### src/rtl/cpr_lane_src.sv
// cpr_lane_src: per-lane record source for the s-minimum comparator tree.
// Buffers an ordered {FDSSI, SSI, s, FDSTI} stream in a small FIFO, presents
// the head with the tree's valid/wt lane encoding, and flags order violations.
module cpr_lane_src #(
  parameter int FDSSI_WIDTH = 12,
  parameter int SSI_WIDTH   = 8,
  parameter int S_WIDTH     = 2,
  parameter int FDSTI_WIDTH = 28,
  parameter int DEPTH       = 4,
  parameter int AW          = 2
) (
  input  logic                   clk,
  input  logic                   rst,
  input  logic                   in_valid,
  output logic                   in_ready,
  input  logic                   in_last,
  input  logic [FDSSI_WIDTH-1:0] in_fdssi,
  input  logic [SSI_WIDTH-1:0]   in_ssi,
  input  logic [S_WIDTH-1:0]     in_s,
  input  logic [FDSTI_WIDTH-1:0] in_fdsti,
  input  logic                   restart,
  input  logic                   pop,
  output logic                   valid,
  output logic                   wt,
  output logic [FDSSI_WIDTH-1:0] FDSSI,
  output logic [SSI_WIDTH-1:0]   SSI,
  output logic [S_WIDTH-1:0]     s,
  output logic [FDSTI_WIDTH-1:0] FDSTI,
  output logic [AW:0]            count,
  output logic                   ord_err
);

  localparam int ABS_W = FDSSI_WIDTH + S_WIDTH + 1;
  localparam int REC_W = FDSSI_WIDTH + SSI_WIDTH + S_WIDTH + FDSTI_WIDTH;
  localparam logic [AW:0]   FULL_C  = (AW+1)'(DEPTH);
  localparam logic [AW:0]   ONE_C   = (AW+1)'(1);
  localparam logic [AW:0]   ZERO_C  = (AW+1)'(0);
  localparam logic [AW-1:0] PSTEP_C = AW'(1);

  typedef enum logic [1:0] {
    ST_WAIT = 2'd0,
    ST_LAST = 2'd1,
    ST_DONE = 2'd2
  } state_t;

  // Absolute s coordinate used for the non-decreasing order check.
  function automatic logic [ABS_W-1:0] abs_of(
    input logic [FDSSI_WIDTH-1:0] f,
    input logic [SSI_WIDTH-1:0]   ss,
    input logic [S_WIDTH-1:0]     sv
  );
    abs_of = (ABS_W'(f) << S_WIDTH) + ABS_W'(ss) + ABS_W'(sv);
  endfunction

  logic [REC_W-1:0] mem [DEPTH];
  logic [REC_W-1:0] head;
  logic [REC_W-1:0] head_nxt;
  logic [REC_W-1:0] rec_in;
  logic [AW-1:0]    wr_ptr, rd_ptr, wr_nxt, rd_nxt;
  logic [AW:0]      cnt_nxt;
  logic [ABS_W-1:0] abs_in, last_abs;
  logic             last_abs_vld;
  logic             push, do_pop, restart_ok;
  state_t           state, state_nxt;

  assign rec_in = {in_fdssi, in_ssi, in_s, in_fdsti};
  assign abs_in = abs_of(in_fdssi, in_ssi, in_s);
  assign {FDSSI, SSI, s, FDSTI} = head;

  // Next-state decode for pointers, occupancy, FSM and the registered head.
  always_comb begin
    push       = in_valid & in_ready;
    do_pop     = pop & valid;
    restart_ok = restart & (state == ST_DONE);
    wr_nxt     = push   ? wr_ptr + PSTEP_C : wr_ptr;
    rd_nxt     = do_pop ? rd_ptr + PSTEP_C : rd_ptr;
    case ({push, do_pop})
      2'b10:   cnt_nxt = count + ONE_C;
      2'b01:   cnt_nxt = count - ONE_C;
      default: cnt_nxt = count;
    endcase
    case (state)
      ST_WAIT: begin
        if (push && in_last) state_nxt = ST_LAST;
        else                 state_nxt = ST_WAIT;
      end
      ST_LAST: begin
        if (cnt_nxt == ZERO_C) state_nxt = ST_DONE;
        else                   state_nxt = ST_LAST;
      end
      ST_DONE: begin
        if (restart_ok) state_nxt = ST_WAIT;
        else            state_nxt = ST_DONE;
      end
      default: state_nxt = ST_WAIT;
    endcase
    // The storage array is never reset, so an empty lane shows zeros; a
    // record pushed this cycle that becomes head is taken from the input.
    if (cnt_nxt == ZERO_C)               head_nxt = '0;
    else if (push && (wr_ptr == rd_nxt)) head_nxt = rec_in;
    else                                 head_nxt = mem[rd_nxt];
  end

  // FIFO storage write; contents are deliberately left unreset.
  always_ff @(posedge clk) begin
    if (!rst && push) mem[wr_ptr] <= rec_in;
  end

  // Control state, registered lane outputs and the sticky order check.
  always_ff @(posedge clk) begin
    if (rst) begin
      wr_ptr       <= '0;
      rd_ptr       <= '0;
      count        <= ZERO_C;
      state        <= ST_WAIT;
      head         <= '0;
      valid        <= 1'b0;
      wt           <= 1'b1;
      in_ready     <= 1'b1;
      ord_err      <= 1'b0;
      last_abs     <= '0;
      last_abs_vld <= 1'b0;
    end else begin
      wr_ptr   <= wr_nxt;
      rd_ptr   <= rd_nxt;
      count    <= cnt_nxt;
      state    <= state_nxt;
      head     <= head_nxt;
      valid    <= (cnt_nxt != ZERO_C);
      wt       <= (cnt_nxt == ZERO_C) && (state_nxt != ST_DONE);
      in_ready <= (state_nxt == ST_WAIT) && (cnt_nxt < FULL_C);
      if (restart_ok) begin
        ord_err      <= 1'b0;
        last_abs_vld <= 1'b0;
      end else if (push) begin
        if (last_abs_vld && (abs_in < last_abs)) ord_err <= 1'b1;
        last_abs     <= abs_in;
        last_abs_vld <= 1'b1;
      end
    end
  end

endmodule
### config.mk
export PLATFORM = sky130hd
export DESIGN_NAME = cpr_lane_src
export DESIGN_NICKNAME = d
export VERILOG_FILES = /design/src/rtl/cpr_lane_src.sv
export SDC_FILE = /design/constraint.sdc
export NUM_CORES = 1
export LEC_CHECK = 0
export ABC_CLOCK_PERIOD_IN_PS = 5000
export CORE_MARGIN = 8
export CORE_UTILIZATION = 64
export DETAILED_ROUTE_END_ITERATION = 8
export DONT_BUFFER_PORTS = 1
export PLACE_DENSITY = 0.78
export SLEW_MARGIN = 20
export SYNTH_ARGS = -nofsm -noshare
export SYNTH_HDL_FRONTEND = slang
export SYNTH_SLANG_ARGS = --single-unit
### constraint.sdc
create_clock -name clk -period 5 [get_ports clk]
set_clock_uncertainty 0.1 [all_clocks]
set_input_delay 0.75 -clock clk [delete_from_list [all_inputs] [get_ports clk]]
set_output_delay 0.75 -clock clk [all_outputs]
set_load 0.02 [all_outputs]
; Word level (Yosys, flattened, before mapping)
; Memory sizes are Yosys's and may differ from the RTL's. A register that Yosys moved wholly into a read port is not among the register bits.
; Index checks and enable logic that the tools add are counted.
[word_totals]
register_bits = 29
mem_bits_rw = 200
inputBits = 56
output_inout_bits = 57
word_cells = 50
n_memories = 1
[op_classes]
add_sub_neg = 6
n_lt_le_gt_ge = 2
eq_ne = 5
n_mux = 8
n_bitwise = 4
reduce_logical = 14
[memory_table]
columns = memory, depth, word_bits, read_ports, rd_ports_with_merged_regs, write_ports, line_no
row1 = mem, 4, 50, 1, 1, 1, 55  ; logic [REC_W-1:0] mem [DEPTH];
[ops]
columns = cell, n
row1 = $add 14x8->15, 1
row2 = $add 15x2->15, 1
row3 = $lt 15x15->1, 1
row4 = $mux 2, 3
row5 = $pmux 2 s3, 1
row6 = $pmux 3 s2, 1
row7 = $logic_and 1x1->1, 5
row8 = $add 2x1->2 const B, 2
row9 = $eq 2x1->1 const B, 2
row10 = $eq 2x2->1 const B, 2
row11 = $logic_not 2->1, 2
row12 = $reduce_and 2->1, 2
row13 = $reduce_or 2->1, 2
row14 = $add 3x1->3 const B, 1
row15 = $and 1x1->1, 3
row16 = $logic_not 3->1, 1
row17 = $lt 3x3->1 const B, 1
row18 = $mux 1, 3
row19 = $reduce_bool 3->1, 1
row20 = $sub 3x1->3 const B, 1
row21 = $ne 2x2->1 const B, 1
row22 = $logic_not 1->1, 1
row23 = $not 1->1, 1

; Logic depth before layout (Yosys ltp)
[logic_depth]
ltp_word = 8
ltp_mapped = 13

; Least setup slack after synthesis
; No wires, ideal clock.
[synth_path]
path_kind = input to register
from = input port in_ssi[0]
to = register ord_err
arrival_ns = 3.551
t_required_ns = 4.830
path_slack_ns = 1.279
cell_stages = 13
path_cell_list = ha_1 > fa_1 > a211oi_1 > nor3_1 > o31a_1 > o21ai_0 > xnor2_1 > ha_1 > a21o_1 > a21o_1 > a2111oi_0 > o221ai_1 > a21oi_1
[synth_via]
elab_chain_cells = 5
[synth_rtl]
columns = element, line_no
row1 = from (decl), 18  ; input logic [SSI_WIDTH-1:0] in_ssi,
row2 = $add 14x8->15, 52  ; abs_of = (ABS_W'(f) << S_WIDTH) + ABS_W'(ss) + ABS_W'(sv);
row3 = $add 15x2->15, 52
row4 = net abs_in[12], 61  ; logic [ABS_W-1:0] abs_in, last_abs;
row5 = $lt 15x15->1, 136  ; if (last_abs_vld && (abs_in < last_abs)) ord_err <= 1'b1;
row6 = $logic_and 1x1->1, 136
row7 = $reduce_and 2->1 (no source line), --
row8 = to (signal assigned), 120  ; ord_err <= 1'b0;
row9 = to (signal assigned), 133  ; ord_err <= 1'b0;
row10 = to (signal assigned), 136
row11 = to (decl), 30  ; output logic ord_err
; The timed path passes the listed nets, and every way through them passes these cells.
; A chain may end at the register's enable or synchronous reset.

; Final worst setup path
[layout_path]
from = register valid
to = register head[21], read port of mem
[layout_via]
elab_chain_cells = 5
elab_cells_between_ends = 7
cone_classes = 2 x eq/ne / 2 x mux / 1 x bitwise / 2 x reduce/logical
[layout_rtl]
columns = element, line_no
row1 = from (decl), 23  ; output logic valid,
row2 = from (signal assigned), 129  ; valid <= (cnt_nxt != ZERO_C);
row3 = $and 1x1->1 *, 73  ; do_pop = pop & valid;
row4 = $eq 2x1->1 or $eq 2x2->1 (tied branches), 77  ; case ({push, do_pop})
row5 = $pmux 3 s2, 77
row6 = $logic_not 3->1, 99  ; if (cnt_nxt == ZERO_C) head_nxt = '0;
row7 = $reduce_or 2->1 (no source line), --
row8 = to (decl), 56  ; logic [REC_W-1:0] head;
; Mark *: on every way between the ends. The rest lies on a longest branch, timed or not.

==> flow_summary.ini <==
[die]
die_y_um = 158
rows = 52
start_util_pct = 64.3
ios = 113
dieArea_mm2 = 0.0249
coreArea_mm2 = 0.0200
die_w_um = 158

[detailed_routing]
drc = 0
vias_per_cell = 6.63
drtIter0Drc = 789
ant_nets = 0
routedWlPerCell_um = 22.0
wl_um = 29800
firstDrtPassIters = 5
num_vias = 9000

[synth]
synth-edff-count = 200
async_reset_ff_share_pct = 0
synth_cell_type_count = 63
ys_warn_count = 0
syn_area_mm2 = 0.0128
synth_nets = 1201
ys.flop_type = edfxtp_1
ys_ff_latch = 279
syn_avg_cell_area_um2 = 11.5
netlist_top_cells_area = edfxtp_1 (47%), dfxtp_1 (12%), mux2_2 (4.5%)
synth_cells = 1116
ys_seq_area_share_pct = 59.1
synth.top_cell.area_share_pct = 46.8
synth_area_leader_cell = edfxtp_1

[placed_design]
dp_slack_ns = 0.945
portBuffers = 0
dpl.hpwl_um = 16900
place_area_mm2 = 0.0129
gp_congestion = 0.879
post-place-cells = 1304

[worst_setup_path]
path_depth = 11
crit_chain = nand2_4 > clkinv_2 > ha_1 > inv_1 > fa_1 > xor2_1 > o21a_1 > or2_2 > o21ai_4 > buf_4 > a21oi_1
path_buf_inv = 3
crit_family = buffers and inverters
crit_path_max_fanout = 51
path_class = flip-flop to flip-flop
crit_start = valid
required_ns = 5.28
slowest_delay_ns = 0.64
slowest_stage = dfxtp_1
startpoint_type = flip-flop
reg2reg_depth = 11
r2r_start = valid
arrival_ns = 3.86
cp-end-kind = flip-flop

[pwr]
p_leak_nw = 4.40
powerDensity_mw_per_mm2 = 485
max-vdd-ir-drop_uv = 374
totalPowerFinal_mw = 6.70

[timing]
slew-limit-headroom_pct = 34.2
period_needed_ns = 3.58
finalCritPeriodShare_pct = 71.7
hold_viol = 0
setup_tns_ns = 0
maxSlewViolCount = 0
setup_ws_ns = 1.42
worst_pin_slew_ns = 0.988
setup_viol = 0
hold_ws_ns = 0.178
fmax_mhz = 279
rsz0062_at_grt = false

[worst_hold_path]
holdPathStages = 1
holdCritStartpoint = rst
hold_class = primary input to flip-flop

[run]
maxCapViolCount = 0

[clocking]
clock_sinks = 279
clock_latency_ns = 0.54
clock_path_buffers = 3
cts_root_buf = clkbuf_16
cts_tree = built
hold_buffers = 0
cts_max_level = 1
clk_pin_slew_ns = 0.06
numCtsBuffers = 28
cts_setup_buffers = 0
cts_resized = 0

[finish]
mostFrequentLayoutCell = edfxtp_1
layout-drive-gt1-share_pct = 10.9
final_area_mm2 = 0.0138
diodes = 0
final_cell_mix = edfxtp_1 (200), o21ai_0 (111), dfxtp_1 (77)
area_growth_pct = 7.58
final_core_util_pct = 69.2
nets = 1150
final_cells = 1357

[global_route]
grt_pass1_vias = 8922
track_usage_pct = 23.9
grt_max_degree = 114
grt_pass1_wl_um = 47000
gr-total-overflow = 0
antenna_found_initial = 0

[run_status]
status = finished clean
[final cells by class]
class	instances	area, µm²
Clock buffer	35	748
Clock inverter	17	160
Fill cell	1413	6160
Inverter	25	95.1
Multi-Input combinational cell	720	4760
Sequential cell	279	7590
Tap cell	270	338
Timing Repair Buffer	11	120
[Yosys cell counts, types with 6 or more instances]
library cell  number
edfxtp_1         200
o21ai_0          111
dfxtp_1           79
nand2_1           76
a21oi_1           71
nand3_1           58
nor3_1            56
mux2_2            51
o221ai_1          51
nor3b_1           49
o22ai_1           49
clkbuf_1          42
buf_2             39
ha_1              27
inv_1             24
nor2_1            18
xnor2_1           10
a21o_1             9
and3_1             9
buf_4              6
[worst register-to-register path, delay by kind of cell (launching register included)]
kind                     cells  cell delay [ns]
adder cells (fa/ha/maj)      2             0.64
AND/OR/NAND/NOR              2             0.43
XOR/XNOR                     1             0.16
buffers and inverters        3             0.97
flip-flops                   1             0.64
AO/OA/AOI/OAI                3             0.48
[flip-flops by register name, summed over array words and instances (netlist names)]
signal / cells
last_abs: 15
last_abs_vld: 1
ord_err: 1
wr_ptr: 2
wt: 1
head: 50
valid: 1
count: 3
in_ready: 1
state: 2
mem: 200
rd_ptr: 2
[path summary, 6_finish.rpt]
| path | endpoint | slack (ns) |
|---|---|---|
| max | head[21] | 1.42 |
| min | rd_ptr[1] | 0.18 |
| max reg2reg | head[21] | 1.42 |
| min reg2reg | last_abs[5] | 0.35 |
[cells by family after synthesis]
family	share of synthesized area [%]
AOI/OAI and AO/OA	16.0
xor gates and xnor gates	1.15
adders and majority gates	2.94
buffers and inverters	4.15
DFF	59.1
muxes	4.55
and+or+nand+nor	12.1
[power breakdown]
part | total, mW | switching [mW] | internal (mW) | leakage, nW
Clock | 2.06 | 0.848 | 1.21 | 0.438
Sequential | 3.23 | 0.437 | 2.79 | 2.47
Combinational | 1.42 | 0.912 | 0.505 | 1.50
Total | 6.70 | 2.20 | 4.51 | 4.40
[per-layer routing]
| metal | part of all wire, % | vias up | track usage, % |
|---|---|---|---|
| met5 | 0 | - | 0 |
| met4 | 2.0 | 0 | 8.25 |
| li1 | - | 4189 | - |
| met1 | 40 | 4363 | 30.3 |
| met2 | 49 | 401 | 40.3 |
| met3 | 9.1 | 47 | 4.97 |
Note: power is estimated with default switching activity, not from simulation.
